<file path="src/rtl/uart_cmd_pkg.sv">
// uart_cmd_pkg -- shared constants for the UART command decoder.
//   ASCII command/digit/terminator codes and the decoder FSM state encoding.
//   Optional build macro used by the decoder: CMD_LOWERCASE_EN.
package uart_cmd_pkg;

    localparam logic [7:0] ASCII_R  = 8'h52;
    localparam logic [7:0] ASCII_C  = 8'h43;
    localparam logic [7:0] ASCII_S  = 8'h53;
    localparam logic [7:0] ASCII_LR = 8'h72;
    localparam logic [7:0] ASCII_LC = 8'h63;
    localparam logic [7:0] ASCII_LS = 8'h73;
    localparam logic [7:0] ASCII_CR = 8'h0D;
    localparam logic [7:0] ASCII_LF = 8'h0A;
    localparam logic [7:0] ASCII_0  = 8'h30;
    localparam logic [7:0] ASCII_9  = 8'h39;

    localparam logic [1:0] ST_IDLE   = 2'd0;
    localparam logic [1:0] ST_DIGITS = 2'd1;
    localparam logic [1:0] ST_WAITCR = 2'd2;

    function automatic logic is_eol(input logic [7:0] b);
        return (b == ASCII_CR) || (b == ASCII_LF);
    endfunction

    function automatic logic is_digit(input logic [7:0] b);
        return (b >= ASCII_0) && (b <= ASCII_9);
    endfunction

endpackage

</file>
<file path="src/rtl/cmd_timeout_timer.sv">
// cmd_timeout_timer -- inter-byte timeout counter.
//   clk, reset : clock / async active-high reset
//   clear_i    : zero the counter (has priority, suppresses expiry)
//   enable_i   : count while high
//   expire_o   : combinational pulse in the cycle the count sits at TIMEOUT_CYCLES-1
module cmd_timeout_timer #(
    parameter int TIMEOUT_CYCLES = 100_000_000
) (
    input  logic clk,
    input  logic reset,
    input  logic clear_i,
    input  logic enable_i,
    output logic expire_o
);

    localparam int W = (TIMEOUT_CYCLES > 1) ? $clog2(TIMEOUT_CYCLES) : 1;
    localparam logic [W-1:0] LAST = W'(TIMEOUT_CYCLES - 1);

    logic [W-1:0] cnt_q, cnt_d;

    assign expire_o = enable_i && !clear_i && (cnt_q == LAST);

    always_comb begin
        cnt_d = cnt_q;
        if (clear_i || !enable_i || expire_o) cnt_d = '0;
        else                                  cnt_d = cnt_q + 1'b1;
    end

    always_ff @(posedge clk or posedge reset) begin
        if (reset) cnt_q <= '0;
        else       cnt_q <= cnt_d;
    end

endmodule

</file>
<file path="src/rtl/uart_cmd_decoder.sv">
// uart_cmd_decoder -- decodes ASCII commands from a UART byte stream.
//   'R' -> o_run_stop, 'C' -> o_clear, 'S'<1..4 digits><CR|LF> -> o_load with
//   o_load_value; malformed or timed-out sequences -> o_err. All pulse outputs
//   are registered one cycle after the i_rx_done strobe.
//   clk, reset          : clock / async active-high reset
//   i_rx_data, i_rx_done: received byte and its one-cycle strobe
//   o_run_stop, o_clear, o_load, o_err : one-cycle pulses
//   o_load_value        : last loaded value, 0..9999
//   Build macro: CMD_LOWERCASE_EN makes 'r','c','s' aliases of 'R','C','S'.
module uart_cmd_decoder
    import uart_cmd_pkg::*;
#(
    parameter int TIMEOUT_CYCLES = 100_000_000
) (
    input  logic        clk,
    input  logic        reset,
    input  logic [7:0]  i_rx_data,
    input  logic        i_rx_done,
    output logic        o_run_stop,
    output logic        o_clear,
    output logic        o_load,
    output logic [13:0] o_load_value,
    output logic        o_err
);

    logic [1:0]  state_q, state_d;
    logic [13:0] acc_q, acc_d;
    logic [2:0]  cnt_q, cnt_d;
    logic        run_q, run_d, clr_q, clr_d, load_q, load_d, err_q, err_d;
    logic [13:0] val_q, val_d;
    logic [7:0]  cmd;
    logic        expire;

    cmd_timeout_timer #(.TIMEOUT_CYCLES(TIMEOUT_CYCLES)) u_timer (
        .clk      (clk),
        .reset    (reset),
        .clear_i  (i_rx_done || (state_q == ST_IDLE)),
        .enable_i (state_q != ST_IDLE),
        .expire_o (expire)
    );

    // Command letters are only matched in IDLE; folding case here keeps the
    // digit path untouched, so lowercase still errors inside a sequence.
`ifdef CMD_LOWERCASE_EN
    always_comb begin
        cmd = i_rx_data;
        if (i_rx_data == ASCII_LR || i_rx_data == ASCII_LC || i_rx_data == ASCII_LS)
            cmd = i_rx_data & 8'hDF;
    end
`else
    assign cmd = i_rx_data;
`endif

    always_comb begin
        state_d = state_q;
        acc_d   = acc_q;
        cnt_d   = cnt_q;
        val_d   = val_q;
        run_d   = 1'b0;
        clr_d   = 1'b0;
        load_d  = 1'b0;
        err_d   = 1'b0;
        // A byte in the expiry cycle takes precedence over the timeout.
        if (i_rx_done) begin
            case (state_q)
                ST_IDLE: begin
                    if (cmd == ASCII_R)      run_d = 1'b1;
                    else if (cmd == ASCII_C) clr_d = 1'b1;
                    else if (cmd == ASCII_S) begin
                        acc_d   = '0;
                        cnt_d   = '0;
                        state_d = ST_DIGITS;
                    end
                end
                ST_DIGITS: begin
                    if (is_digit(i_rx_data)) begin
                        // Low nibble of '0'..'9' is the digit value.
                        acc_d = acc_q * 14'd10 + {10'd0, i_rx_data[3:0]};
                        cnt_d = cnt_q + 3'd1;
                        if (cnt_q == 3'd3) state_d = ST_WAITCR;
                    end else if (is_eol(i_rx_data) && cnt_q != 3'd0) begin
                        load_d  = 1'b1;
                        val_d   = acc_q;
                        state_d = ST_IDLE;
                    end else begin
                        err_d   = 1'b1;
                        state_d = ST_IDLE;
                    end
                end
                ST_WAITCR: begin
                    if (is_eol(i_rx_data)) begin
                        load_d = 1'b1;
                        val_d  = acc_q;
                    end else begin
                        err_d  = 1'b1;
                    end
                    state_d = ST_IDLE;
                end
                default: state_d = ST_IDLE;
            endcase
        end else if (expire) begin
            err_d   = 1'b1;
            state_d = ST_IDLE;
        end
    end

    always_ff @(posedge clk or posedge reset) begin
        if (reset) begin
            state_q <= ST_IDLE;
            acc_q   <= '0;
            cnt_q   <= '0;
            val_q   <= '0;
            run_q   <= 1'b0;
            clr_q   <= 1'b0;
            load_q  <= 1'b0;
            err_q   <= 1'b0;
        end else begin
            state_q <= state_d;
            acc_q   <= acc_d;
            cnt_q   <= cnt_d;
            val_q   <= val_d;
            run_q   <= run_d;
            clr_q   <= clr_d;
            load_q  <= load_d;
            err_q   <= err_d;
        end
    end

    assign o_run_stop   = run_q;
    assign o_clear      = clr_q;
    assign o_load       = load_q;
    assign o_err        = err_q;
    assign o_load_value = val_q;

endmodule

</file>
<file path="config.mk">
export PLATFORM = sky130hd
export DESIGN_NAME = uart_cmd_decoder
export DESIGN_NICKNAME = d
export VERILOG_FILES = /design/src/rtl/uart_cmd_pkg.sv /design/src/rtl/cmd_timeout_timer.sv /design/src/rtl/uart_cmd_decoder.sv
export SDC_FILE = /design/constraint.sdc
export NUM_CORES = 1
export LEC_CHECK = 0
export CORE_ASPECT_RATIO = 0.9
export CORE_MARGIN = 5
export CORE_UTILIZATION = 30
export DETAILED_ROUTE_END_ITERATION = 6
export HOLD_SLACK_MARGIN = 0.08
export PLACE_DENSITY_LB_ADDON = 0.15
export SLEW_MARGIN = 20
export SYNTH_ARGS = -nofsm -noshare
export SYNTH_HDL_FRONTEND = slang
export SYNTH_SLANG_ARGS = --single-unit
</file>
<file path="constraint.sdc">
create_clock -name clk -period 2.7 [get_ports clk]
set_input_delay 0.54 -clock clk [delete_from_list [all_inputs] [get_ports clk]]
set_output_delay 0.54 -clock clk [all_outputs]
set_load 0.03 [all_outputs]
</file>
Word-level counts from Yosys, hierarchy flattened
Index checks and enable logic that the tools add are counted.
{"block": "word_totals", "out_inout_bits": 18, "regBits": 64, "latchBits": 0, "ramBits": 0, "memories": 0, "in_bits": 11, "romBits": 0, "elab_cells": 95}
{"block": "classes", "reduce_logical": 19, "multipliers": 1, "n_bitwise": 0, "muxes": 41, "magnitude_cmp": 2, "div": 0, "shift": 0, "add_sub_neg": 3, "eq_ne": 20}
{"cell": "two-way mux 14 bit", "n": 7}
{"cell": "one-hot mux 14 bit (2 select lines)", "n": 2}
{"cell": "adder 27 x 1 -> 27 bit, second input constant", "n": 1}
{"cell": "== test 27 bit, second input constant", "n": 1}
{"cell": "two-way mux 27 bit", "n": 1}
{"cell": "== test 8 x 7 -> 1 bit, second input constant", "n": 3}
{"cell": "== test 8 x 4 -> 1 bit, second input constant", "n": 2}
{"cell": "two-way mux 1 bit", "n": 16}
{"cell": "adder 14 x 4 -> 14 bit", "n": 1}
{"cell": "multiplier 14 x 3 -> 13 bit, second input constant", "n": 1}
{"cell": "two-way mux 2 bit", "n": 7}
{"cell": "two-way mux 3 bit", "n": 4}
{"cell": "inequality test 2 bit, second input constant", "n": 6}
{"cell": "AND reduction 5 bit", "n": 2}
{"cell": "greater-or-equal comparator 8 x 6 -> 1 bit, second input constant", "n": 1}
{"cell": "<= comparator 8 x 6 -> 1 bit, second input constant", "n": 1}
{"cell": "nonzero test 2 bit", "n": 4}
{"cell": "inequality test 3 bit, second input constant", "n": 2}
{"cell": "one-hot mux 3 bit (2 select lines)", "n": 1}
{"cell": "AND reduction 6 bit", "n": 1}
{"cell": "logical AND 1 bit", "n": 4}
{"cell": "logical OR 1 bit", "n": 4}
{"cell": "inequality test 4 bit, second input constant", "n": 1}
{"cell": "one-hot mux 1 bit (2 select lines)", "n": 2}
{"cell": "10 further kinds", "n": 11}

Logic depth before layout (Yosys ltp)
Gate-level depths: netlist of the first run.
{"block": "logic_depth", "ltp_word": 7, "mapped_depth": 10, "mapped_depth_nobuf": 10}

Hierarchy
Synthesis of the first run repeated with hierarchy kept, for this count alone.
{"block": "hier_totals", "cells_unflattened": 398, "area_unflattened_um2": 3983.8}
{"mod": "uart_cmd_decoder", "area_per_inst_um2": 2543.7, "instances": 1, "seq_area_each_um2": 925.9, "cells_each": 250}
{"mod": "cmd_timeout_timer", "area_per_inst_um2": 1440.1, "instances": 1, "seq_area_each_um2": 675.6, "cells_each": 148}

Worst setup path after synthesis of the first run
Ideal clock, no wire load.
{"block": "synth_timing", "path_type": "reg2reg", "from": "reg acc_q[1]", "to": "reg acc_q[12]", "required_ns": 2.579, "setup_ns": 0.121, "stages_incl_launch_ff": 11, "arrival_time_ns": 2.632, "slack_ns": -0.053, "cell_sequence": "dfrtp_1 ha_1 ha_1 fa_1 xor2_1 nand3_1 nor4b_2 and2_1 nand4_1 xnor2_1 a22o_1"}
{"block": "synth_via", "elab_chain_len": 4}
{"element": "start, declared", "line": "uart_cmd_decoder.sv:27", "source": "logic [13:0] acc_q, acc_d;"}
{"element": "start signal, assigned", "line": "uart_cmd_decoder.sv:110", "source": "acc_q <= '0;"}
{"element": "start signal, assigned", "line": "uart_cmd_decoder.sv:119", "source": "acc_q <= acc_d;"}
{"element": "multiplier 14 x 3 -> 13 bit", "line": "uart_cmd_decoder.sv:78", "source": "acc_d = acc_q * 14'd10 + {10'd0, i_rx_data[3:0]};"}
{"element": "adder 14 x 4 -> 14 bit", "line": "uart_cmd_decoder.sv:78"}
{"element": "two-way mux 14 bit", "line": "uart_cmd_decoder.sv:76", "source": "if (is_digit(i_rx_data)) begin"}
{"element": "one-hot mux 14 bit (2 select lines)", "line": "uart_cmd_decoder.sv:65", "source": "case (state_q)"}
No other way between the ends. The select of a mux whose other input is x is not followed.
A chain may end at the register's enable or synchronous reset.

Final worst setup path of the first run
Same ends and word-level chain as after synthesis.

==> results of run 1 <==
power groups by stage:
stage               clock, mW  combinational [mW]  sequential [mW]
floorplan                   0               0.178             1.01
global placement            0               0.301             1.01
detailed placement          0               0.301             1.01
CTS                      1.23               0.304            0.993
global route             1.27               0.341            0.996
finish                   1.18               0.302            0.994
path summary, 6_finish.rpt:
path / startpoint / cells past startpoint / slack (ps) / end
worst max-delay path: acc_q[1]$_DFFE_PP0P_ / 10 / 80 / acc_q[12]$_DFFE_PP0P_
worst min-delay path: cnt_q[2]$_DFFE_PP0P_ / 2 / 490 / cnt_q[2]$_DFFE_PP0P_
min in group asynchronous: reset / 3 / 590 / u_timer.cnt_q[22]$_DFF_PP0_
worst max register to register: acc_q[1]$_DFFE_PP0P_ / 10 / 80 / acc_q[12]$_DFFE_PP0P_
worst min register to register: cnt_q[2]$_DFFE_PP0P_ / 2 / 490 / cnt_q[2]$_DFFE_PP0P_
max in group asynchronous: reset / 3 / 1800 / acc_q[2]$_DFFE_PP0P_
tightest hold or removal path: stages, from the launching register on:
cell,delay [ps]
sky130_fd_sc_hd__dfrtp_1,340
sky130_fd_sc_hd__nand2_1,50
sky130_fd_sc_hd__o21ai_0,60
flip-flops by register name (all words and copies together), names as in the netlist:
register,flops
o_clear,1
acc_q,14
cnt_q,3
u_timer.cnt_q,27
o_load_value,14
o_run_stop,1
o_err,1
state_q,2
o_load,1
cells in the mapped netlist, types with 5 or more instances:
master	instances	area, um2
sky130_fd_sc_hd__nand3_1	14	70.1
sky130_fd_sc_hd__xor2_1	18	158
sky130_fd_sc_hd__nor3_1	6	30.0
sky130_fd_sc_hd__o21ai_0	12	60.1
sky130_fd_sc_hd__dfrtp_1	64	1600
sky130_fd_sc_hd__inv_1	13	48.8
sky130_fd_sc_hd__ha_1	29	363
sky130_fd_sc_hd__nor4_1	5	31.3
sky130_fd_sc_hd__nand2_1	32	120
sky130_fd_sc_hd__xnor2_1	24	210
sky130_fd_sc_hd__o21ai_1	7	35.0
sky130_fd_sc_hd__mux2_2	12	135
sky130_fd_sc_hd__a22o_1	6	52.6
sky130_fd_sc_hd__nor2_1	44	165
sky130_fd_sc_hd__nand4_1	7	43.8
sky130_fd_sc_hd__a21oi_1	8	40.0
metal layers:
layer | routed length (um) | vias to the layer above | share of wire, %
met5 | 0 | - | 0
met4 | 201 | 0 | 2.4
met3 | 292 | 16 | 3.5
met2 | 3560 | 34 | 43
met1 | 4300 | 1361 | 51
li1 | - | 1432 | -
final cells by class:
| class | instances | area, um2 |
|---|---|---|
| inverter | 13 | 48.8 |
| clock buffer | 11 | 243 |
| sequential | 64 | 1600 |
| tap | 160 | 200 |
| timing repair buffer | 59 | 551 |
| clock inverter | 5 | 56.3 |
| multi-input combinational | 285 | 2190 |
| fill | 1249 | 7280 |
repair_timing:
action / 4_1_cts / 5_1_grt
pin swaps: 7 / 9
gates resized for setup: 2 / 15
setup buffers: 1 / 3
endpoints found under the setup margin: 1 / 4
endpoints found under the hold margin: 0 / 0
logic make-up after synthesis:
family | Yosys count | synth area share (%)
flops | 64 | 42.4
mux | 17 | 5.00
simple gates | 143 | 19.7
compound gates | 52 | 10.3
fa+ha+maj | 31 | 10.7
xor+xnor | 42 | 9.74
buf+inv | 20 | 2.15
metrics by stage:
stage,power (mW),setup WS (ps),hold WS (ps)
6_report,2.48,83.2,487
5_1_grt,2.60,-36.9,512
4_1_cts,2.52,1.05,488
3_5_place_dp,1.31,-297,474
3_3_place_gp,1.31,-265,465
2_1_floorplan,1.19,27.5,450
==> flow_summary.yaml, run 1 <==
status:
  result_of_the_run: "complete, no violations"
setup_path:
  cpPeakStageDelay_ps: 380
  crit_buf_inv: 0
  critPathKind: "reg2reg"
  worstPathCellList: "ha_1 > ha_2 > fa_2 > xor2_2 > nand3_1 > nor4b_2 > and2_1 > nand4_1 > xnor2_1 > a22o_1"
  setup.worst_path.end_class: "flip-flop"
  cpLargestDelayFamily: "adder cells"
  cp.arrival_ps: 2840
  worst-path-max-fanout: 3
  critPathLaunchType: "flip-flop"
  critPathRequiredTime_ps: 2920
  cp_slowest_cell: "sky130_fd_sc_hd__dfrtp_1"
grt:
  grt_pass1_wl_mm: 14.5
  global_route.peak_usage_layer: "met2"
  grt-ovfl-total: 0
  groute.usage.overall_pct: 12.3
  grtUsageMet2_pct: 17.9
  grt.met3_usage_pct: 3.34
  initial_antenna_violation_count: 0
  maximum_number_of_pins_on_one_net_before_global_route_repair: 65
  first_global_vias: 2906
  globalRouteMet1Util_pct: 16.8
timing:
  final_critical_period_ps: 2620
  final.period_utilization_pct: 96.9
  report.final.setup_viol: 0
  timing.slew.headroom_pct: 67.7
  setup_repair_after_global_routing_missed_its_margin: "true"
  timing.fmax_mhz: 382
  worst-slew-pin-transition_ps: 479
  hold_violations: 0
  setup-tns-final_ps: 0
  fin_worst_skew_ps: 6.98
  slew_violations: 0
route:
  num_vias: 2843
  drc: 0
  drt-initial-drc-count: 84
  routed_wire_length_per_instance_um: 14.0
  wirelength_mm: 8.35
  firstDrtPassIters: 4
  drt-vias-per-instance: 4.76
  postRouteAntennaNets: 0
power:
  power_per_cell_area_nw_per_um2: 507
  switching_share_pct: 25.7
  power_frac_clock_pct: 47.7
  power.switching_mw: 0.638
  power.sequential.fraction_pct: 40.1
  comb_power_share_pct: 12.2
  power_leakage_nw: 2.13
  power_report.internal_total_mw: 1.84
  max-vdd-ir-drop_mv: 0.242
layout:
  layout-drive-gt1-share_pct: 20.6
  end_of_flow_core_utilization_pct: 40.2
  most_common_cell_after_layout_fill_and_taps_aside: "sky130_fd_sc_hd__dfrtp_1"
  insertedDiodeCount: 0
  mostFrequentLayoutCells: "sky130_fd_sc_hd__dfrtp_1 (63), sky130_fd_sc_hd__nor2_1 (44), sky130_fd_sc_hd__nand2_1 (32)"
  post-route-cell-area_um2: 4890
  num-nets-final: 474
  finalNonFillerCells: 597
  area_growth_pct: 29.5
clock_network:
  clk_transition_reported_paths_ps: 60
  cts-buffers-inserted: 9
  holdBufCountCts: 0
  worst_skew_late_latency_ps: 340
  ctsLongestPathBuffers: 2
  ctsHtreeMaxLevel: 3
  clock-sinks: 64
  ctsRootBufferMaster: "sky130_fd_sc_hd__clkbuf_16"
  clock_tree_from_tritoncts: "built"
floorplanning:
  die_w_um: 128
  floorplan.initialDensity_pct: 31.0
  die_area_um2: 14900
  top_level_pins: 29
  placement_rows: 38
  fp.coreArea_um2: 12200
  fp.dieH_um: 116
synth:
  synthCells: 369
  synth_warnings: 0
  synth_edf_count: 0
  synth_cell_types: 53
  ys_ff_latch: 64
  syn_area_um2: 3770
  synthFlopType: "sky130_fd_sc_hd__dfrtp_1"
  seq_area_frac_synth_pct: 42.4
  synth_area_per_cell_um2: 10.2
  synth_async_sr_flop_share_pct: 100
  synth.net_count: 411
placed_design:
  detailedPlacementHpwl_mm: 5.92
  place.port_buffers: 28
  placed_cells_incl_taps: 577
  gp_routability_congestion: 0.765
  placed_area_um2: 4470
run:
  drv_cap: 0
min_path:
  timing.hold.worst.class: "reg2reg"
No activity file was read; power rests on OpenSTA's default activity.
==> inputs of run 2 (changes only) <==
--- a/config.mk
+++ b/config.mk
@@ -11,7 +11,9 @@
 export DETAILED_ROUTE_END_ITERATION = 6
 export HOLD_SLACK_MARGIN = 0.08
 export PLACE_DENSITY_LB_ADDON = 0.15
+export RECOVER_POWER = 50
 export SLEW_MARGIN = 20
 export SYNTH_ARGS = -nofsm -noshare
 export SYNTH_HDL_FRONTEND = slang
+export SYNTH_HIERARCHICAL = 1
 export SYNTH_SLANG_ARGS = --single-unit
==> run 2 against run 1 <==
- combinational power down 79%
- wire length rose by 8.2%
- via count up 6.0%
- maximum frequency grew 0.46%
- core utilization decreased by 1.8 points
- largest cell class unchanged
==> flow_summary.yaml, run 2 <==
power:
  power_per_cell_area_nw_per_um2: 470
  total_power_mw: 2.37
  power_report.internal_total_mw: 1.89
  comb_power_share_pct: 2.7
  switching_share_pct: 20.5
  max-vdd-ir-drop_mv: 0.253
  power_leakage_nw: 2.24
  power_frac_clock_pct: 56.9
  power.switching_mw: 0.487
  power.sequential.fraction_pct: 40.4
layout:
  end_of_flow_core_utilization_pct: 38.4
  insertedDiodeCount: 0
  most_common_cell_after_layout_fill_and_taps_aside: "sky130_fd_sc_hd__dfrtp_1"
  finalNonFillerCells: 636
  area_growth_pct: 26.9
  layout-drive-gt1-share_pct: 17.7
  largest-register: "u_timer/cnt_q"
  num-nets-final: 505
  fillerInstances: 1329
  max_ffs_per_register: 27
  mostFrequentLayoutCells: "sky130_fd_sc_hd__dfrtp_1 (64), sky130_fd_sc_hd__nor2_1 (37), sky130_fd_sc_hd__nand2_1 (35), sky130_fd_sc_hd__buf_4 (35), sky130_fd_sc_hd__ha_1 (28)"
setup_path:
  crit_top_cell: "sky130_fd_sc_hd__ha_1"
  cpPeakStageDelay_ps: 410
  cp_slowest_cell: "sky130_fd_sc_hd__dfrtp_1"
  critPathKind: "reg2reg"
  crit_start: "acc_q[2]$_DFFE_PP0P_"
  timing.rr.start: "acc_q[2]$_DFFE_PP0P_"
  worstRegToRegCells: 8
  critPathRequiredTime_ps: 2950
  worstReg2RegEnd: "acc_q[13]$_DFFE_PP0P_"
  worstSetupEndpoint: "acc_q[13]$_DFFE_PP0P_"
  critPathLaunchType: "flip-flop"
  setup.worst_path.end_class: "flip-flop"
  reg2reg_setup_slack_ps: 100
  worstPathCellList: "ha_1 > ha_1 > a211oi_4 > nor2_4 > o311ai_4 > nand4_1 > or3_1 > o211ai_1"
  worst-path-max-fanout: 5
  cp.arrival_ps: 2860
grt:
  maximum_number_of_pins_on_one_net_before_global_route_repair: 38
  grt-ovfl-total: 0
  first_global_vias: 3089
  initial_antenna_violation_count: 0
  groute.usage.overall_pct: 12.3
  grt_pass1_wl_mm: 15.6
timing:
  final_critical_period_ps: 2600
  worst-slew-pin-transition_ps: 1490
  timing.final.ws_setup_ps: 95.1
  timing.slew.headroom_pct: 0.438
  report.final.setup_viol: 0
  fin_worst_skew_ps: 6.17
  slew_violations: 0
  setup_repair_after_global_routing_missed_its_margin: "true"
  hold_violations: 0
  worst_hold_slack_ps: 480
  final.period_utilization_pct: 96.5
  timing.fmax_mhz: 384
route:
  postRouteAntennaNets: 0
  firstDrtPassIters: 4
  routed_wire_length_per_instance_um: 14.2
  num_vias: 3014
  drc: 0
  wirelength_mm: 9.03
  drt-initial-drc-count: 73
  drt-vias-per-instance: 4.74
synth:
  seq_area_frac_synth_pct: 40.2
  netlist.top_cell.by_area: "sky130_fd_sc_hd__dfrtp_1"
  synth_largest_type_area_fraction_pct: 40.2
  netlist_top_cells_count: "sky130_fd_sc_hd__dfrtp_1 (64), sky130_fd_sc_hd__nor2_1 (37), sky130_fd_sc_hd__nand2_1 (35)"
  synth.net_count: 440
  yosys-top-cells-area: "sky130_fd_sc_hd__dfrtp_1 (40%), sky130_fd_sc_hd__ha_1 (9.1%), sky130_fd_sc_hd__xor2_1 (5.3%)"
  synthCells: 398
  synth_area_per_cell_um2: 10.0
  synth_cell_types: 66
  synthFlopType: "sky130_fd_sc_hd__dfrtp_1"
  synth_edf_count: 0
  syn_area_um2: 3980
  ys_ff_latch: 64
  most_common_cell_in_the_netlist: "sky130_fd_sc_hd__dfrtp_1"
  synth_warnings: 6
  synth_async_sr_flop_share_pct: 100
floorplanning:
  fp.coreArea_um2: 13200
  fp.dieH_um: 119
  floorplan.initialDensity_pct: 30.3
  placement_rows: 40
  top_level_pins: 29
  die_area_um2: 15700
  die_w_um: 131
min_path:
  timing.hold.worst.class: "reg2reg"
clock_network:
  cts-buffers-inserted: 9
  clock-sinks: 64
  clk_transition_reported_paths_ps: 60
  clock_tree_from_tritoncts: "built"
  ctsHtreeMaxLevel: 3
  ctsRootBufferMaster: "sky130_fd_sc_hd__clkbuf_16"
  holdBufCountCts: 0
  ctsLongestPathBuffers: 2
  worst_skew_late_latency_ps: 340
status:
  result_of_the_run: "complete, no violations"
placed_design:
  place.port_buffers: 28
  gp_routability_congestion: 0.769
  detailedPlacementHpwl_mm: 6.73
  placed_cells_incl_taps: 618
  preCtsSetupSlack_ps: -49.5
run:
  drv_cap: 0
## run 2: cell count changes in the layout (fill, tap and decap cells not counted), moves of 6 or more
cell / before / now
sky130_fd_sc_hd__a21oi_1: 7 / 15
sky130_fd_sc_hd__buf_4: 28 / 35
sky130_fd_sc_hd__mux2_1: 3 / 10
sky130_fd_sc_hd__mux2_2: 12 / 4
sky130_fd_sc_hd__nand3_1: 14 / 23
sky130_fd_sc_hd__nor2_1: 44 / 37
sky130_fd_sc_hd__o21ai_0: 12 / 4
sky130_fd_sc_hd__o21ai_1: 6 / 12
sky130_fd_sc_hd__xnor2_1: 23 / 15
sky130_fd_sc_hd__xor2_1: 17 / 23
## run 2: layout make-up
cell class / count / area [um2] / share of cell area (%)
Multi-Input combinational cell: 303 / 2260 / 44.6
Inverter: 18 / 67.6 / 1.34
Clock inverter: 7 / 119 / 2.35
Sequential cell: 64 / 1600 / 31.7
Tap cell: 168 / 210 / 4.16
Timing Repair Buffer: 67 / 576 / 11.4
Clock buffer: 9 / 225 / 4.46
## run 2: worst min-delay path by stage
stage | end | slack, ps | start | cells past startpoint
final | u_timer/cnt_q[0]$_DFF_PP0_ | 480 | u_timer/cnt_q[0]$_DFF_PP0_ | 1
after global routing | o_load_value[6]$_DFFE_PP0P_ | 500 | o_load_value[6]$_DFFE_PP0P_ | 1
after CTS | u_timer/cnt_q[0]$_DFF_PP0_ | 480 | u_timer/cnt_q[0]$_DFF_PP0_ | 1
after global placement | o_load_value[7]$_DFFE_PP0P_ | 470 | o_load_value[7]$_DFFE_PP0P_ | 1
after floorplan | u_timer/cnt_q[0]$_DFF_PP0_ | 450 | u_timer/cnt_q[0]$_DFF_PP0_ | 1
after detailed placement | u_timer/cnt_q[0]$_DFF_PP0_ | 480 | u_timer/cnt_q[0]$_DFF_PP0_ | 1
## run 2: kinds of logic after synthesis
family	Yosys count	share of synthesized area, %
muxes	15	4.21
adders and majority gates	31	10.1
and+or+nand+nor	154	20.9
DFF	64	40.2
xor gates and xnor gates	40	8.98
buffers and inverters	31	4.18
AOI/OAI and AO/OA	63	11.4
## run 2: timing repair
action	4_1_cts	5_1_grt
resized for setup	6	2
pin swaps	5	1
endpoints found under the setup margin	2	4
buffers inserted	0	2
## run 2: layer usage
layer	vias to the layer above	wire length, um	GRT usage (%)	part of all wire [%]
met5	-	0	0	0
met4	0	140	4.82	1.6
met3	12	295	3.25	3.3
met2	40	3970	18.3	44
met1	1415	4620	17.0	51
li1	1547	-	-	-
## run 2: stage by stage
| step | instance area, um2 | TNS (ps) |
|---|---|---|
| 3_3_place_gp | 4670 | -21.4 |
| 3_5_place_dp | 4670 | -49.5 |
| 6_report | 5050 | 0 |
| 4_1_cts | 5040 | 0 |
| 5_1_grt | 5050 | -147 |
| 2_1_floorplan | 3990 | 0 |
## run 2: power groups by stage
stage | Sequential (mW) | Clock [mW] | Combinational [mW]
CTS | 0.960 | 1.39 | 0.0681
floorplan | 0.977 | 0 | 0.0286
detailed placement | 0.977 | 0 | 0.0680
finish | 0.960 | 1.35 | 0.0637
global route | 0.959 | 1.43 | 0.0736
global placement | 0.977 | 0 | 0.0670
## run 2: critical path, delay by kind of cell (launching register included)
family	cells	cell delay, ps
AO/OA/AOI/OAI	3	720
adder cells (fa/ha/maj)	2	730
flip-flops	1	410
AND/OR/NAND/NOR	3	640
==> inputs of run 3 (changes only) <==
--- a/config.mk
+++ b/config.mk
@@ -5,14 +5,14 @@
 export SDC_FILE = /design/constraint.sdc
 export NUM_CORES = 1
 export LEC_CHECK = 0
+export ABC_AREA = 0
 export CORE_ASPECT_RATIO = 0.9
-export CORE_MARGIN = 5
 export CORE_UTILIZATION = 30
 export DETAILED_ROUTE_END_ITERATION = 6
 export HOLD_SLACK_MARGIN = 0.08
 export PLACE_DENSITY_LB_ADDON = 0.15
 export RECOVER_POWER = 50
-export SLEW_MARGIN = 20
+export SLEW_MARGIN = 25
 export SYNTH_ARGS = -nofsm -noshare
 export SYNTH_HDL_FRONTEND = slang
 export SYNTH_HIERARCHICAL = 1
==> run 3 against run 2 <==
- the run now ends with max-capacitance violations left
- non-clock buffer count down 3
- sequential power is essentially flat
- global-route usage rose by 2.4 points
- sequential share of layout area increased by 0.41 points
- first-iteration DRC count up 79%
- hold slack better by 3.8 ps
- clock skew is 0.60 ps lower
- via count is 2.3% higher
- wire length fell by 0.49%
- setup slack worse by 57 ps
- cell area decreased by 1.3%
- maximum frequency fell by 2.1%
- highest routed layer unchanged
==> flow_summary.yaml, run 3 (same netlist as run 2, synthesis figures left out) <==
setup_path:
  critPathKind: "reg2reg"
  cp.arrival_ps: 2920
  worst-path-max-fanout: 4
  setup.worst_path.end_class: "flip-flop"
  critPathLaunchType: "flip-flop"
  critPathRequiredTime_ps: 2950
status:
  violations: "max-capacitance violations"
  result_of_the_run: "finished with violations"
route:
  drt-vias-per-instance: 4.90
  drc: 0
  wirelength_mm: 8.99
  routed_wire_length_per_instance_um: 14.3
  num_vias: 3084
  firstDrtPassIters: 4
  drt-initial-drc-count: 131
  postRouteAntennaNets: 0
timing:
  worst-slew-pin-transition_ps: 1500
  timing.fmax_mhz: 376
  setup_repair_after_global_routing_missed_its_margin: "true"
  final_critical_period_ps: 2660
  timing.slew.headroom_pct: 0.0318
  hold_violations: 0
  report.final.setup_viol: 0
  slew_violations: 0
  final.period_utilization_pct: 98.6
  fin_worst_skew_ps: 5.56
placed_design:
  place.port_buffers: 28
  placed_area_um2: 4610
  detailedPlacementHpwl_mm: 6.58
  gp_routability_congestion: 0.805
floorplanning:
  top_level_pins: 29
  die_w_um: 123
  floorplan.initialDensity_pct: 31.0
  fp.dieH_um: 111
  placement_rows: 39
  fp.coreArea_um2: 12800
  die_area_um2: 13700
clock_network:
  ctsHtreeMaxLevel: 3
  worst_skew_late_latency_ps: 340
  ctsLongestPathBuffers: 2
  cts-buffers-inserted: 9
  ctsRootBufferMaster: "sky130_fd_sc_hd__clkbuf_16"
  clk_transition_reported_paths_ps: 50
  clock_tree_from_tritoncts: "built"
  clock-sinks: 64
grt:
  maximum_number_of_pins_on_one_net_before_global_route_repair: 28
  grt-ovfl-total: 0
  groute.usage.overall_pct: 14.7
  initial_antenna_violation_count: 0
  first_global_vias: 3167
  grt_pass1_wl_mm: 15.5
power:
  total_power_mw: 2.09
  power_leakage_nw: 2.19
  power.sequential.fraction_pct: 46.1
  power_frac_clock_pct: 50.9
  max-vdd-ir-drop_mv: 0.326
  comb_power_share_pct: 3.1
  switching_share_pct: 22.1
  power_report.internal_total_mw: 1.62
  power.switching_mw: 0.461
  power_per_cell_area_nw_per_um2: 418
layout:
  num-nets-final: 502
  largest-register: "u_timer/cnt_q"
  mostFrequentLayoutCells: "sky130_fd_sc_hd__dfrtp_1 (64), sky130_fd_sc_hd__nor2_1 (37), sky130_fd_sc_hd__nand2_1 (35)"
  layout-drive-gt1-share_pct: 17.2
  insertedDiodeCount: 0
  area_growth_pct: 25.3
  post-route-cell-area_um2: 4990
  most_common_cell_after_layout_fill_and_taps_aside: "sky130_fd_sc_hd__dfrtp_1"
  max_ffs_per_register: 27
run:
  drv_cap: 1
min_path:
  timing.hold.worst.class: "reg2reg"
run 3: cell types whose count changed in the layout (fill, tap and decap cells not counted), moves of 3 or more:
| cell | before | now |
|---|---|---|
| sky130_fd_sc_hd__clkbuf_1 | 2 | 6 |
| sky130_fd_sc_hd__buf_4 | 35 | 31 |
| sky130_fd_sc_hd__bufinv_16 | 3 | 0 |
| sky130_fd_sc_hd__ha_4 | 0 | 3 |
| sky130_fd_sc_hd__clkinv_2 | 1 | 4 |
run 3: worst paths after layout:
| path | startpoint | to | slack (ps) | cells after the start |
|---|---|---|---|---|
| worst max-delay path | acc_q[4]$_DFFE_PP0P_ | acc_q[12]$_DFFE_PP0P_ | 40 | 9 |
| worst min-delay path | o_load_value[7]$_DFFE_PP0P_ | o_load_value[7]$_DFFE_PP0P_ | 480 | 1 |
| worst max register to register | acc_q[4]$_DFFE_PP0P_ | acc_q[12]$_DFFE_PP0P_ | 40 | 9 |
| worst min register to register | o_load_value[7]$_DFFE_PP0P_ | o_load_value[7]$_DFFE_PP0P_ | 480 | 1 |
| max in group asynchronous | reset | u_timer/cnt_q[17]$_DFF_PP0_ | 600 | 3 |
| min in group asynchronous | reset | o_load_value[7]$_DFFE_PP0P_ | 980 | 3 |
run 3: stage by stage:
stage / setup TNS, ps / instances / utilization, % / hold WS [ps] / setup WS, ps
finish: 0 / 629 / 38.9 / 484 / 38.3
CTS: 0 / 623 / 38.2 / 490 / 8.11
global route: -195 / 629 / 38.9 / 504 / -103
detailed placement: -103 / 607 / 36.0 / 477 / -68.7
floorplan: 0 / 398 / - / 449 / 3.01
global placement: -30.9 / 607 / 36.0 / 468 / -30.9
run 3: routing by layer:
layer / global-route usage, % / up-vias / routed length (um)
li1: - / 1553 / -
met1: 20.0 / 1472 / 4590
met2: 22.2 / 44 / 3970
met3: 3.19 / 15 / 244
met4: 6.75 / 0 / 180
met5: 0 / - / 0
run 3: cell type report:
type / instances / area (um2)
clock buffer: 12 / 246
fill: 1283 / 7840
inverter: 18 / 67.6
sequential: 64 / 1600
timing repair buffer: 64 / 548
tap: 164 / 205
clock inverter: 4 / 20.0
multi-input combinational: 303 / 2300
run 3: what timing repair did:
action | 4_1_cts | 5_1_grt
resized for setup | 5 | 8
pin swaps | 0 | 11
setup buffers | 0 | 6
hold buffers | 0 | 0
hold endpoints to repair | 0 | 0
endpoints found under the setup margin | 3 | 3
run 3: worst max-delay path, cell delays in order, from the launching register on:
cell	delay, ps
sky130_fd_sc_hd__dfrtp_1	430
sky130_fd_sc_hd__ha_1	360
sky130_fd_sc_hd__fa_2	440
sky130_fd_sc_hd__xor2_2	200
sky130_fd_sc_hd__buf_4	140
sky130_fd_sc_hd__nand3_1	110
sky130_fd_sc_hd__nor4_4	210
sky130_fd_sc_hd__nand3_2	130
sky130_fd_sc_hd__or3_1	390
sky130_fd_sc_hd__o211ai_1	180
run 3: power groups by stage:
stage	clock network, mW	logic [mW]	registers (mW)
2_1_floorplan	0	0.0286	0.977
3_3_place_gp	0	0.0679	0.977
3_5_place_dp	0	0.0690	0.977
4_1_cts	1.10	0.0695	0.960
5_1_grt	1.15	0.0729	0.959
6_report	1.06	0.0642	0.960
